**src/rtl/fifo32k_rd_ctrl.sv**
```systemverilog
// Read-side controller for the 32k x 14b capture FIFO: drains one burst per start and
// streams MSB-justified 16-bit samples. Define FIFO32K_RD_TIMEOUT_EN for the FIFO-empty watchdog.
module fifo32k_rd_ctrl #(
  parameter int LEN_W   = 16,
  parameter int TIMEOUT = 1024
) (
  input  logic             rdclk,
  input  logic             rst,
  input  logic             start,
  input  logic [LEN_W-1:0] burst_len,
  input  logic [1:0]       bw_bits,
  input  logic             fifo_empty,
  output logic             fifo_rden,
  input  logic [13:0]      fifo_dout,
  output logic [15:0]      out_data,
  output logic             out_valid,
  input  logic             out_ready,
  output logic             busy,
  output logic             done,
  output logic [LEN_W-1:0] remaining,
  output logic             timeout_err
);

`ifdef FIFO32K_RD_TIMEOUT_EN
  localparam bit TO_EN = 1'b1;
`else
  localparam bit TO_EN = 1'b0;
`endif
  localparam int TO_W = $clog2(TIMEOUT + 1);

  typedef enum logic [1:0] {
    S_IDLE  = 2'd0,
    S_READ  = 2'd1,
    S_DRAIN = 2'd2,
    S_DONE  = 2'd3
  } state_t;

  function automatic logic [15:0] justify(input logic [13:0] d, input logic [1:0] bw);
    logic [15:0] r;
    case (bw)
      2'b00:   r = {d[7:0], 8'b0};
      2'b01:   r = {d[9:0], 6'b0};
      2'b10:   r = {d[11:0], 4'b0};
      default: r = {d[13:0], 2'b0};
    endcase
    return r;
  endfunction

  state_t           state_q, state_d;
  logic [LEN_W-1:0] len_q, len_d;
  logic [LEN_W-1:0] issued_q, issued_d;
  logic [LEN_W-1:0] remaining_q, remaining_d;
  logic [1:0]       bw_q, bw_d;
  logic             inflight_q, inflight_d;
  logic             out_valid_q, out_valid_d;
  logic [15:0]      out_data_q, out_data_d;
  logic             skid_v_q, skid_v_d;
  logic [15:0]      skid_q, skid_d;
  logic             done_q, done_d;
  logic             timeout_err_q, timeout_err_d;
  logic [TO_W-1:0]  to_cnt_q, to_cnt_d;

  logic             pop;
  logic             rden;
  logic             credit_ok;
  logic [1:0]       occ;
  logic [15:0]      push_word;

  // Read issue: out_data_q is the skid head, skid_q the second slot. A read is only
  // issued if the word it returns next cycle is guaranteed a slot.
  always_comb begin
    occ       = {1'b0, out_valid_q} + {1'b0, skid_v_q};
    pop       = out_valid_q && out_ready;
    credit_ok = ({1'b0, occ} + {2'b00, inflight_q}) < (3'd2 + {2'b00, pop});
    rden      = (state_q == S_READ) && (issued_q < len_q) && !fifo_empty && credit_ok;
    push_word = justify(fifo_dout, bw_q);
  end

  always_comb begin
    state_d       = state_q;
    len_d         = len_q;
    issued_d      = issued_q;
    remaining_d   = remaining_q;
    bw_d          = bw_q;
    inflight_d    = rden;
    out_valid_d   = out_valid_q;
    out_data_d    = out_data_q;
    skid_v_d      = skid_v_q;
    skid_d        = skid_q;
    done_d        = 1'b0;
    timeout_err_d = timeout_err_q;
    to_cnt_d      = to_cnt_q;

    // Pop first, then land the returning word in the first free slot (FIFO order)
    if (pop) begin
      out_valid_d = skid_v_q;
      if (skid_v_q) out_data_d = skid_q;
      skid_v_d = 1'b0;
    end
    if (inflight_q) begin
      if (!out_valid_d) begin
        out_valid_d = 1'b1;
        out_data_d  = push_word;
      end else begin
        skid_v_d = 1'b1;
        skid_d   = push_word;
      end
    end

    if (rden) issued_d = issued_q + 1'b1;
    if (pop)  remaining_d = remaining_q - 1'b1;

    if (TO_EN && (state_q == S_READ)) begin
      if (rden)
        to_cnt_d = '0;
      else if ((issued_q < len_q) && fifo_empty)
        to_cnt_d = to_cnt_q + 1'b1;
    end

    case (state_q)
      S_IDLE: begin
        if (start) begin
          len_d         = burst_len;
          bw_d          = bw_bits;
          remaining_d   = burst_len;
          issued_d      = '0;
          to_cnt_d      = '0;
          timeout_err_d = 1'b0;
          state_d       = (burst_len == '0) ? S_DONE : S_READ;
        end
      end
      S_READ: begin
        if (issued_q == len_q) begin
          state_d = S_DRAIN;
        end else if (TO_EN && (to_cnt_d == TO_W'(TIMEOUT))) begin
          timeout_err_d = 1'b1;
          state_d       = S_DRAIN;
        end
      end
      S_DRAIN: begin
        // Nothing can be in flight here, so an empty skid after this edge means the burst is over
        if (!out_valid_d && !skid_v_d) state_d = S_DONE;
      end
      S_DONE: begin
        if (!done_q) done_d = 1'b1;
        else         state_d = S_IDLE;
      end
      default: state_d = S_IDLE;
    endcase
  end

  always_ff @(posedge rdclk or posedge rst) begin
    if (rst) begin
      state_q       <= S_IDLE;
      len_q         <= '0;
      issued_q      <= '0;
      remaining_q   <= '0;
      bw_q          <= '0;
      inflight_q    <= 1'b0;
      out_valid_q   <= 1'b0;
      out_data_q    <= '0;
      skid_v_q      <= 1'b0;
      skid_q        <= '0;
      done_q        <= 1'b0;
      timeout_err_q <= 1'b0;
      to_cnt_q      <= '0;
    end else begin
      state_q       <= state_d;
      len_q         <= len_d;
      issued_q      <= issued_d;
      remaining_q   <= remaining_d;
      bw_q          <= bw_d;
      inflight_q    <= inflight_d;
      out_valid_q   <= out_valid_d;
      out_data_q    <= out_data_d;
      skid_v_q      <= skid_v_d;
      skid_q        <= skid_d;
      done_q        <= done_d;
      timeout_err_q <= timeout_err_d;
      to_cnt_q      <= to_cnt_d;
    end
  end

  // A returning word with both slots full and no pop would be lost
  a_no_skid_overflow: assert property (@(posedge rdclk) disable iff (rst)
    !(inflight_q && out_valid_q && skid_v_q && !pop));

  assign fifo_rden   = rden;
  assign out_data    = out_data_q;
  assign out_valid   = out_valid_q;
  assign busy        = (state_q != S_IDLE);
  assign done        = done_q;
  assign remaining   = remaining_q;
  assign timeout_err = TO_EN && timeout_err_q;

endmodule

```
**config.mk**
```make
export PLATFORM = sky130hd
export DESIGN_NAME = fifo32k_rd_ctrl
export DESIGN_NICKNAME = d
export VERILOG_FILES = /design/src/rtl/fifo32k_rd_ctrl.sv
export SDC_FILE = /design/constraint.sdc
export NUM_CORES = 1
export LEC_CHECK = 0
export CAP_MARGIN = 20
export CELL_PAD_IN_SITES_DETAIL_PLACEMENT = 1
export CELL_PAD_IN_SITES_GLOBAL_PLACEMENT = 1
export CORE_MARGIN = 3
export CORE_UTILIZATION = 43
export CTS_BUF_LIST = sky130_fd_sc_hd__clkbuf_4
export DETAILED_ROUTE_END_ITERATION = 8
export MAX_ROUTING_LAYER = met4
export PLACE_DENSITY_LB_ADDON = 0.1
export SLEW_MARGIN = 0
export SYNTH_ARGS = -nofsm -noshare
export SYNTH_HDL_FRONTEND = slang
export SYNTH_SLANG_ARGS = --single-unit
export TNS_END_PERCENT = 100
```
**constraint.sdc**
```tcl
create_clock -name rdclk -period 4.1 [get_ports rdclk]
set_clock_uncertainty 0.15 [all_clocks]
set_input_delay 0.82 -clock rdclk [delete_from_list [all_inputs] [get_ports rdclk]]
set_output_delay 0.82 -clock rdclk [all_outputs]
set_load 0.1 [all_outputs]
```
==> reports/metrics.cfg <==
[clock_network]
root_buffer=clkbuf_4
clock_latency_ns=0.44
postCtsHoldBufs=0
clock_sinks=86
cts.clk_slew.worst_paths_ns=0.15
cts_resized=0
cts_buffer_depth=2
htreeDepth=3
cts_setup_buffers=0
cts_tree=yes
cts_buffers=9

[drt]
ant_nets=0
num_vias=3808
dr.pass1.iters=4
drt_iter0_markers=115
finalWirelength_mm=12.18
vias_per_cell=5.527
wl_per_cell_um=17.67
drcViolationCount=0

[min_path]
hp-class=reg -> reg

[synth]
async_flop_share=1.000
synth_edf_count=0
syn-cell-area_um2=4612
synth-seq-cells=86
avgSynthCellArea_um2=9.568
syn-num-nets=543
synth_cells=482
ys.flop_type=dfrtp_1
synth_seq_area_share=0.4666
synth_cell_types=47
yosys_warnings=0

[final_layout]
layout_commonest_cell=dfrtp_1
post-route-util=0.5428
nets=609
finalNonFillerCells=689
fin_area_um2=5629
layout.area.seq_um2=2153
mostFrequentLayoutCells=dfrtp_1, clkdlybuf4s50_1, nand2_1
antenna_cells=0
drive_above_1_share=0.08861
multi_input_area_um2=2275
syn_to_final_growth_pct=22.06
nFillCells=1225

[setup_path]
critPathRequiredTime_ns=3.13
crit_type=reg -> out
crit_arrival_ns=2.59
crit_path_start_kind=register
worstPathMaxFanout=4
end_kind=output port

[power]
clock_power_share=0.110
switching_share=0.5411
power_density_nw_per_um2=826.3
power_frac_seq=0.316
switching_power_mw=2.517
combPwrFrac=0.575
vdd_drop_max_v=0.0004982
p_int_mw=2.135
p_leak_nw=2.481

[outcome]
outcome=finished clean

[die]
die_height_um=109.6
die_area_um2=12000
row_count=37
ioPinCount=74
start_util=0.4447
core-area_um2=10370
dieWidth_um=109.6

[sta]
rsz0062_at_grt=false
relSlewSlack=0.2906
min_period_ns=3.555
finalSetupViolations=0
fmax_mhz=281.3
worst_pin_slew_ns=1.037
timing.final.crit_share=0.8671
fin_setup_tns_ns=0
report.final.slew_viol_count=0
hold_viol_final=0
fin_hold_ws_ns=0.2962

[grt]
grt_pass1_wl_mm=19.92
grt_use_total=0.2183
grt_max_degree=44
grt-ovfl-total=0
antenna_found_initial=0
grt_pass1_vias=4014

[placed_design]
placedCellCount=673
hpwl_mm=9.142
place.gp.congestion=0.8268
placed_cell_area_um2=5485
io_buffers=72

[run]
maxCapViolCount=0

==> power groups by stage <==
stage | clock network, mW | logic, mW | registers (mW)
after floorplan | 0 | 1.01 | 2.45
after global placement | 0 | 2.62 | 1.46
after detailed placement | 0 | 2.68 | 1.49
after CTS | 0.527 | 2.70 | 1.47
after global routing | 0.563 | 2.88 | 1.52
final | 0.509 | 2.67 | 1.47
==> flip-flops by register name (all words and copies together) (netlist names) <==
register	cells
bw_q	2
done	1
inflight_q	1
issued_q	16
len_q	16
out_data	16
out_valid	1
remaining	16
skid_q	14
skid_v_q	1
state_q	2
==> synthesized netlist by cell type (2+ instances only) <==
master    number  area (µm²)
clkbuf_1      19       71.32
inv_1         28       105.1
and2_1         3       18.77
buf_1          2       7.510
a31oi_1        4       25.02
or4_1         13       97.59
a21o_1         3       22.52
a21oi_1       24       120.1
nor3_1         4       20.02
nand2_1       66       247.7
mux2i_1       19       190.2
a211oi_1       2       15.01
and4_1         3       26.28
nor2b_1        2       12.51
a211o_1        2       17.52
xor2_1         6       52.55
o21ai_0       60       300.3
nand4_1       11       68.82
a22oi_1        2       15.01
a41o_1         3       30.03
and3_1         4       25.02
ha_1          23       287.8
nand3_1       11       55.05
mux2_2        18       202.7
xnor2_1        8       70.07
o31ai_1       11       82.58
dfrtp_1       86        2152
nor4_1         6       37.54
nor2_1        21       78.83
==> kinds of logic (layout without fill, tap and decap cells) <==
kind of cell	after synthesis	count (layout)	share of synthesized area
xor+xnor	14	14	0.02659
simple gates	152	152	0.1631
mux	37	37	0.08519
fa+ha+maj	24	24	0.06674
other cells	1	1	0.0008131
compound gates	116	116	0.1460
flops	86	86	0.4666
buf+inv	52	123	0.04504
==> critical path, cell delays in order, from the launching register on <==
cell,delay (ns)
dfrtp_1,0.49
inv_1,0.13
fa_1,0.52
a31oi_1,0.11
a211o_1,0.28
a211o_1,0.29
nor2_4,0.15
buf_12,0.18
==> final timing paths <==
kind                       startpoint            to  slack (ns)  cells after the start
min                              done          done        0.30                      1
min reg2reg                      done          done        0.30                      1
min in group asynchronous         rst  remaining[7]        0.62                      2
max reg2reg                inflight_q  issued_q[12]        1.03                      7
max                        inflight_q     fifo_rden        0.54                      7
max in group asynchronous         rst   issued_q[2]        2.35                      3
==> metal layers <==
layer / GRT usage / share of wire
met1: 0.3048 / 0.49
met2: 0.3357 / 0.46
met3: 0.03347 / 0.040
met4: 0.05343 / 0.011
met5: - / 0
==> through the flow <==
stage	setup slack (ns)	power [mW]
floorplan	0.1993	3.459
global placement	0.5599	4.079
detailed placement	0.5573	4.176
CTS	0.5162	4.696
global route	0.4164	4.963
finish	0.5448	4.651
==> cell type report <==
cell class,instances,share of cell area
Sequential cell,86,0.3825
Inverter,28,0.01889
Multi-Input combinational cell,344,0.4041
Clock inverter,6,0.01222
Timing Repair Buffer,79,0.1387
Tap cell,136,0.03023
Clock buffer,10,0.01334
No activity file was read; power rests on OpenSTA's default activity.
